**src/rtl/huffman_serializer.sv**
```systemverilog
// Transmit side of the Huffman bit link: looks up the fixed prefix code of a
// 4-bit signed symbol and shifts it out MSB first, followed by an idle gap.
module huffman_serializer #(
  parameter int MAX_CODE   = 9,
  parameter int GAP_CYCLES = 2,
  parameter int CNT_W      = 16,
  localparam int LEN_W     = $clog2(MAX_CODE + 1)
) (
  input  logic             clk,
  input  logic             reset,
  input  logic             in_valid,
  input  logic [3:0]       in_sym,
  output logic             in_ready,
  input  logic             hold,
  output logic             load,
  output logic             out_bit,
  output logic             last,
  output logic [LEN_W-1:0] code_len,
  output logic [CNT_W-1:0] bit_total
);

  typedef enum logic [1:0] {IDLE, SHIFT, GAP} state_t;

  state_t                state;
  logic [MAX_CODE-1:0]   code_r;
  logic [LEN_W-1:0]      rem;
  logic [3:0]            gap_cnt;

  logic [MAX_CODE-1:0]   lu_code;
  logic [LEN_W-1:0]      lu_len;
  logic                  accept;
  logic [MAX_CODE-1:0]   cur_code;
  logic [LEN_W-1:0]      cur_rem;
  logic [LEN_W-1:0]      bit_idx;

  // Codebook, right-justified.
  always_comb begin
    lu_code = '0;
    lu_len  = '0;
    case (in_sym)
      4'h8: begin lu_code = MAX_CODE'(9'b111110010); lu_len = LEN_W'(9); end
      4'h9: begin lu_code = MAX_CODE'(9'b011111000); lu_len = LEN_W'(8); end
      4'hA: begin lu_code = MAX_CODE'(9'b001011000); lu_len = LEN_W'(7); end
      4'hB: begin lu_code = MAX_CODE'(9'b000101101); lu_len = LEN_W'(6); end
      4'hC: begin lu_code = MAX_CODE'(9'b000010111); lu_len = LEN_W'(5); end
      4'hD: begin lu_code = MAX_CODE'(9'b000001010); lu_len = LEN_W'(4); end
      4'hE: begin lu_code = MAX_CODE'(9'b000001101); lu_len = LEN_W'(4); end
      4'hF: begin lu_code = MAX_CODE'(9'b000001110); lu_len = LEN_W'(4); end
      4'h0: begin lu_code = MAX_CODE'(9'b000000000); lu_len = LEN_W'(1); end
      4'h1: begin lu_code = MAX_CODE'(9'b000000100); lu_len = LEN_W'(3); end
      4'h2: begin lu_code = MAX_CODE'(9'b000001100); lu_len = LEN_W'(4); end
      4'h3: begin lu_code = MAX_CODE'(9'b000011110); lu_len = LEN_W'(5); end
      4'h4: begin lu_code = MAX_CODE'(9'b000111111); lu_len = LEN_W'(6); end
      4'h5: begin lu_code = MAX_CODE'(9'b001111101); lu_len = LEN_W'(7); end
      4'h6: begin lu_code = MAX_CODE'(9'b001011001); lu_len = LEN_W'(7); end
      4'h7: begin lu_code = MAX_CODE'(9'b111110011); lu_len = LEN_W'(9); end
      default: begin lu_code = '0; lu_len = '0; end
    endcase
  end

  // The accept edge already emits the first bit, so it shares the shift path
  // with the freshly looked-up code instead of the latched one.
  always_comb begin
    accept   = (state == IDLE) && in_ready && in_valid;
    cur_code = accept ? lu_code : code_r;
    cur_rem  = accept ? lu_len : rem;
    bit_idx  = cur_rem - LEN_W'(1);
  end

  always_ff @(posedge clk or posedge reset) begin
    if (reset) begin
      state     <= IDLE;
      code_r    <= '0;
      rem       <= '0;
      gap_cnt   <= '0;
      in_ready  <= 1'b0;
      load      <= 1'b0;
      out_bit   <= 1'b0;
      last      <= 1'b0;
      code_len  <= '0;
      bit_total <= '0;
    end else begin
      case (state)
        IDLE: begin
          load     <= 1'b0;
          last     <= 1'b0;
          out_bit  <= 1'b0;
          in_ready <= 1'b1;
          if (accept) begin
            in_ready <= 1'b0;
            code_len <= lu_len;
          end
        end
        SHIFT: ;
        GAP: begin
          load    <= 1'b0;
          last    <= 1'b0;
          out_bit <= 1'b0;
          if (gap_cnt == 4'd0) begin
            state    <= IDLE;
            in_ready <= 1'b1;
          end else begin
            gap_cnt <= gap_cnt - 4'd1;
          end
        end
        default: state <= IDLE;
      endcase

      if (accept || state == SHIFT) begin
        code_r <= cur_code;
        state  <= SHIFT;
        if (hold) begin
          load <= 1'b0;
          last <= 1'b0;
          rem  <= cur_rem;
        end else begin
          load      <= 1'b1;
          out_bit   <= cur_code[bit_idx];
          last      <= (cur_rem == LEN_W'(1));
          rem       <= bit_idx;
          bit_total <= bit_total + CNT_W'(1);
          if (cur_rem == LEN_W'(1)) begin
            state   <= GAP;
            gap_cnt <= 4'(GAP_CYCLES);
          end
        end
      end
    end
  end

endmodule

```
**config.mk**
```make
export PLATFORM = sky130hd
export DESIGN_NAME = huffman_serializer
export DESIGN_NICKNAME = d
export VERILOG_FILES = /design/src/rtl/huffman_serializer.sv
export SDC_FILE = /design/constraint.sdc
export NUM_CORES = 1
export LEC_CHECK = 0
export BUFFER_PORTS_ARGS = -buffer_cell sky130_fd_sc_hd__buf_2
export CORE_ASPECT_RATIO = 1.4
export CORE_MARGIN = 5
export CORE_UTILIZATION = 62
export CTS_CLUSTER_SIZE = 25
export DETAILED_ROUTE_END_ITERATION = 6
export PLACE_DENSITY = 0.8
export SLEW_MARGIN = 20
export SYNTH_ARGS = -nofsm -noshare
export SYNTH_HDL_FRONTEND = slang
export SYNTH_SLANG_ARGS = --single-unit
export TNS_END_PERCENT = 30
```
**constraint.sdc**
```tcl
create_clock -name clk -period 6.48 [get_ports clk]
set_clock_uncertainty 0.1 [all_clocks]
set_input_delay 1.296 -clock clk [delete_from_list [all_inputs] [get_ports clk]]
set_output_delay 1.296 -clock clk [all_outputs]
set_load 0.03 [all_outputs]
```
==> out/results.ini, run 1 <==
[logic_synthesis]
synth.area.top_cells = dfrtp_1, xnor2_1, ha_1
synth_area_um2 = 2650
avgSynthCellArea_um2 = 10.3
async_flop_share_pct = 100
synth_cells = 257
ys_ff_latch = 43
yosysWarnings = 0
synth-main-ff-cell = dfrtp_1
yosysSeqAreaShare_pct = 40.7
syn_nets = 274
synth_edf_count = 0
synthDominantCellAreaShare_pct = 40.7
synth.distinct_cells = 68
synth_top_cell_by_area = dfrtp_1

[routing]
drc = 0
ant_nets = 0
totalWireLength_mm = 5.24
vias_per_cell = 5.79
drtIter0Drc = 74
wl_met1_mm = 2.01
wl_met3_um = 182
first_pass_iters = 4
num_vias = 1921
wl_per_cell_um = 15.8
wl_met2_mm = 2.91
top_layer = met4

[critical_path]
crit_chain = buf_2, inv_1, ha_1, nand2b_2, and3_4, a2111oi_2, xor2_1, mux2i_1, o211ai_1, a311oi_1, o31ai_1
crit_type = input port to register
crit_path_start_kind = input port
worstPathArrival_ns = 3.56
cp_slowest_cell = a2111oi_2
worstPathRequired_ns = 6.56
worst_setup_path_end_kind = register
slowest_delay_ns = 0.30
worst-path-max-fanout = 13
cp_top_family = compound AO/OA/AOI/OAI gates
cp_num_buf_inv = 2
r2r_slack_ns = 3.78

[floorplanning]
initial_core_util_pct = 63.5
num_rows = 28
pin_count = 32
die_w_um = 65.2
die_y_um = 87.3
die-area_um2 = 5690
core-area_um2 = 4170

[global_route]
grt_max_degree = 44
grtUsageTotal_pct = 20.5
antenna_found_initial = 0
overflow = 0
first_global_vias = 1998
grt_first_pass_wirelength_mm = 9.11

[pwr]
p_sw_share_pct = 40.9
power.switching_uw = 513
ir_worst_vdd_v = 0.000202
clkPwrFrac_pct = 19.7
internal_power_uw = 740
p_leak_uw = 0.00132
power_frac_seq_pct = 35.9
combPwrFrac_pct = 44.5
powerDensity_nw_per_um2 = 432

[placement]
place_congestion = 0.836
placed_cell_area_um2 = 2770
port_buffers = 31
hpwl_mm = 3.99
dp.cells = 324
dp_slack_ns = 2.67

[flow_run]
maxCapViolations = 0

[sta]
fmax_ghz = 0.287
finalWorstSetupSlack_ns = 3.00
relSlewSlack_pct = 40.0
setup_viol = 0
post-route-min-period_ns = 3.48
drv_slew = 0
hold_viol_final = 0
tightestPinTransition_ns = 0.897
timing.final.crit_share_pct = 53.7
rsz0062_at_grt = no
setup_tns_ns = 0

[clock_tree]
clockBufferDepth = 2
htree_levels = 2
clkTransAtPathRegs_ns = 0.08
cts_sinks = 43
cts_resized = 0
cts_buffers = 5
root_buffer = clkbuf_8
cts_setup_buffers = 0
clk_latency_ns = 0.30
cts_hold_buf = 0
cts_tree = built

[hold_path]
min_path_type = register to register

[cells_and_area]
finalInstanceArea_um2 = 2900
n_antenna_cell = 0
final_cell_mix = dfrtp_1, buf_2, nand2_1, nor2_1, xnor2_1
nNetsFinal = 303
drive_gt1_share_pct = 28.2
final_cells = 332
layout_commonest_cell = dfrtp_1
syn_to_final_growth_pct = 9.65
utilization_pct = 69.6

[run_status]
status = finished, final reports clean

[synthesized netlist by cell type (2+ instances only)]
| library cell | n |
|---|---|
| dfrtp_1 | 43 |
| nand2_1 | 28 |
| nor2_1 | 23 |
| xnor2_1 | 14 |
| ha_1 | 9 |
| o21ai_0 | 9 |
| inv_1 | 8 |
| nand2b_1 | 8 |
| a21oi_1 | 7 |
| buf_6 | 7 |
| xor2_1 | 7 |
| nand3_1 | 6 |
| mux2_2 | 5 |
| a21oi_2 | 4 |
| a31oi_1 | 4 |
| nor3_1 | 4 |
| mux2i_1 | 3 |
| nor2_2 | 3 |
| nor2b_1 | 3 |
| o211ai_1 | 3 |
| o21a_1 | 3 |
| xnor2_2 | 3 |
| a22oi_1 | 2 |
| a31o_2 | 2 |
| and3_4 | 2 |
| buf_2 | 2 |
| nand2_2 | 2 |
| nand4_1 | 2 |
| o22ai_1 | 2 |
[sequential cells by signal, summed over array words and instances, names as in the netlist, 2 cells and up]
name and cells:
bit_total 16, code_r 9, code_len 4, gap_cnt 4, rem 4, state 2
[power by group through the flow]
| stage | clock (µW) | sequential [µW] | combinational, µW |
|---|---|---|---|
| final | 246 | 449 | 558 |
| after global routing | 259 | 462 | 615 |
| after CTS | 249 | 448 | 562 |
| after detailed placement | 0 | 452 | 557 |
| after global placement | 0 | 448 | 538 |
| after floorplan | 0 | 514 | 375 |
[worst paths after layout]
| check | start | to | cells past startpoint |
|---|---|---|---|
| hold / removal | bit_total[15]$_DFFE_PP0P_ | bit_total[15]$_DFFE_PP0P_ | 1 |
| hold reg to reg | bit_total[15]$_DFFE_PP0P_ | bit_total[15]$_DFFE_PP0P_ | 1 |
| min in group asynchronous | reset | bit_total[5]$_DFFE_PP0P_ | 3 |
| setup reg to reg | state[0]$_DFFE_PP0P_ | gap_cnt[1]$_DFF_PP0_ | 6 |
| max in group asynchronous | reset | bit_total[1]$_DFFE_PP0P_ | 3 |
| setup / recovery | in_sym[1] | out_bit$_DFF_PP0_ | 11 |
[worst reg2reg max path, stage by stage, from the launching register on]
cell and delay (ns):
dfrtp_1 0.50, nor3_4 0.80, o21ai_0 0.25, ha_1 0.26
and4bb_1 0.24, and2_4 0.18, a211o_1 0.26
[layout make-up]
cell class | instances | area [µm²]
multi-input cells | 196 | 1440
repair buffers | 32 | 163
clock inverters | 2 | 60.1
inverters | 8 | 30.0
clock buffers | 6 | 72.6
flip-flops and latches | 43 | 1080
fillers | 323 | 1270
well taps | 45 | 56.3
[kinds of logic after synthesis]
family,after synthesis,share of synthesized area [%]
and+or+nand+nor,104,23.3
AOI/OAI and AO/OA,50,14.4
DFF,43,40.7
buffers and inverters,18,4.78
muxes,9,3.83
xor gates and xnor gates,24,8.79
adders and majority gates,9,4.26
[stage by stage]
stage	hold WS (ns)	total power (µW)
after CTS	0.384	1260
after detailed placement	0.368	1010
final	0.378	1250
after global placement	0.355	986
after global routing	0.394	1340
after floorplan	0.346	890
[per-layer routing]
metal / global-route usage (%) / vias up
met1: 22.1 / 917
met5: 0 / -
met2: 38.2 / 45
li1: - / 946
met4: 8.49 / 0
met3: 4.26 / 13
(Power assumes the default switching activity.)
==> run 2, diff against run 1 <==
--- a/config.mk
+++ b/config.mk
@@ -8,10 +8,10 @@
 export BUFFER_PORTS_ARGS = -buffer_cell sky130_fd_sc_hd__buf_2
 export CORE_ASPECT_RATIO = 1.4
 export CORE_MARGIN = 5
-export CORE_UTILIZATION = 62
+export CORE_UTILIZATION = 58
 export CTS_CLUSTER_SIZE = 25
 export DETAILED_ROUTE_END_ITERATION = 6
-export PLACE_DENSITY = 0.8
+export PLACE_DENSITY = 0.76
 export SLEW_MARGIN = 20
 export SYNTH_ARGS = -nofsm -noshare
 export SYNTH_HDL_FRONTEND = slang
==> constraint.sdc (replaced) <==
create_clock -name clk -period 3.3 [get_ports clk]
set_clock_uncertainty 0.1 [all_clocks]
set_input_delay 0.66 -clock clk [delete_from_list [all_inputs] [get_ports clk]]
set_output_delay 0.66 -clock clk [all_outputs]
set_load 0.03 [all_outputs]
==> out/results.ini, run 2 (synthesis results as in run 1) <==
[run_status]
status = finished, final reports clean

[placement]
place_congestion = 0.829
hpwl_mm = 4.01
port_buffers = 31

[pwr]
ir_worst_vdd_v = 0.000437
combPwrFrac_pct = 44.7
power.switching_uw = 996
p_leak_uw = 0.00134
internal_power_uw = 1460
power_uw = 2460
powerDensity_nw_per_um2 = 835
clkPwrFrac_pct = 19.5
p_sw_share_pct = 40.5
power_frac_seq_pct = 35.8

[routing]
totalWireLength_mm = 5.25
wl_per_cell_um = 14.9
vias_per_cell = 5.51
first_pass_iters = 4
drtIter0Drc = 113
num_vias = 1941
drc = 0
wl_met1_mm = 2.03
top_layer = met4
wl_met2_mm = 2.93
ant_nets = 0
wl_met3_um = 161

[floorplanning]
die_w_um = 67.1
pin_count = 32
initial_core_util_pct = 59.3
die_y_um = 89.9
num_rows = 29
die-area_um2 = 6030
core-area_um2 = 4460

[sta]
timing.final.crit_share_pct = 85.5
fmax_ghz = 0.354
relSlewSlack_pct = 63.9
hold_viol_final = 0
drv_slew = 0
setup_tns_ns = 0
tightestPinTransition_ns = 0.540
rsz0062_at_grt = no
setup_viol = 0
post-route-min-period_ns = 2.82

[clock_tree]
clkTransAtPathRegs_ns = 0.08
cts_resized = 0
htree_levels = 2
cts_setup_buffers = 0
cts_hold_buf = 0
clk_latency_ns = 0.30
cts_sinks = 43
root_buffer = clkbuf_8
clockBufferDepth = 2
cts_buffers = 5
cts_tree = built

[flow_run]
maxCapViolations = 0

[global_route]
grt_first_pass_wirelength_mm = 8.98
overflow = 0
first_global_vias = 1999
grtUsageTotal_pct = 19.2
grt_max_degree = 44
antenna_found_initial = 0

[critical_path]
slowest_delay_ns = 0.30
crit_type = input port to register
worst_setup_path_end_kind = register
worstPathRequired_ns = 3.38
cp_slowest_cell = a2111oi_2
crit_chain = buf_2, inv_1, ha_1, nand2b_2, and3_4, a2111oi_2, xor2_1, mux2i_1, o211ai_1, a311oi_1, o31ai_1
worst-path-max-fanout = 13
crit_path_start_kind = input port
worstPathArrival_ns = 2.90

[cells_and_area]
multi_input_area_um2 = 1440
largest_registers = bit_total (16), code_r (9)
seqCellArea_um2 = 1080
layout_commonest_cell = dfrtp_1
drive_gt1_share_pct = 29.0
largest_register_ffs = 16
final.fill_count = 353
regMostFlops = bit_total
nNetsFinal = 306
final_cell_mix = dfrtp_1, buf_2, nand2_1, nor2_1, xnor2_1
n_antenna_cell = 0
syn_to_final_growth_pct = 11.3

[hold_path]
min_path_type = register to register

-- run 2: cell count changes in the layout (fill, tap and decap cells not counted), sizes merged --
cell  previous run  this run
buf             32        35
-- run 2: layout make-up --
| cell class | count | area share [%] |
|---|---|---|
| flip-flops and latches | 43 | 36.5 |
| repair buffers | 35 | 6.29 |
| inverters | 8 | 1.02 |
| clock buffers | 6 | 2.46 |
| multi-input cells | 196 | 49.0 |
| clock inverters | 2 | 2.04 |
| well taps | 62 | 2.63 |
-- run 2: worst max-delay path, delay by kind of cell --
family | cells | cell delay (ns)
fa+ha+maj | 1 | 0.25
mux | 1 | 0.28
simple gates | 2 | 0.42
xor+xnor | 1 | 0.12
buf+inv | 2 | 0.36
compound gates | 4 | 0.80
-- run 2: path summary, 6_finish.rpt --
| kind | cells past startpoint | endpoint | slack (ns) | startpoint |
|---|---|---|---|---|
| max | 11 | out_bit$_DFF_PP0_ | 0.48 | in_sym[1] |
| min | 1 | code_len[2]$_DFFE_PP0P_ | 0.38 | code_len[2]$_DFFE_PP0P_ |
| max reg2reg | 7 | out_bit$_DFF_PP0_ | 0.90 | state[0]$_DFFE_PP0P_ |
| min reg2reg | 1 | code_len[2]$_DFFE_PP0P_ | 0.38 | code_len[2]$_DFFE_PP0P_ |
| max in group asynchronous | 3 | bit_total[1]$_DFFE_PP0P_ | 2.34 | reset |
| min in group asynchronous | 3 | bit_total[5]$_DFFE_PP0P_ | 0.39 | reset |
-- run 2: power groups by stage --
| stage | Clock [µW] | Combinational [µW] | Sequential, µW |
|---|---|---|---|
| after detailed placement | 0 | 1100 | 888 |
| after floorplan | 0 | 736 | 1010 |
| after global placement | 0 | 1070 | 881 |
| final | 480 | 1100 | 880 |
| after global routing | 506 | 1210 | 909 |
| after CTS | 487 | 1110 | 880 |
-- run 2: routing by layer --
layer / vias to the layer above / global-route usage (%)
li1: 955 / -
met1: 942 / 20.1
met3: 10 / 3.62
met4: 0 / 9.31
met2: 34 / 34.9
met5: - / 0
-- run 2: metrics by stage --
step	cells	hold WS (ns)	worst slack, ns	area [µm²]	utilization, %
2_1_floorplan	257	0.346	0.544	2650	-
3_3_place_gp	344	0.355	0.246	2810	63.0
3_5_place_dp	344	0.365	0.190	2810	63.0
4_1_cts	352	0.383	0.509	2950	66.0
5_1_grt	352	0.402	0.324	2950	66.0
6_report	352	0.376	0.479	2950	66.0
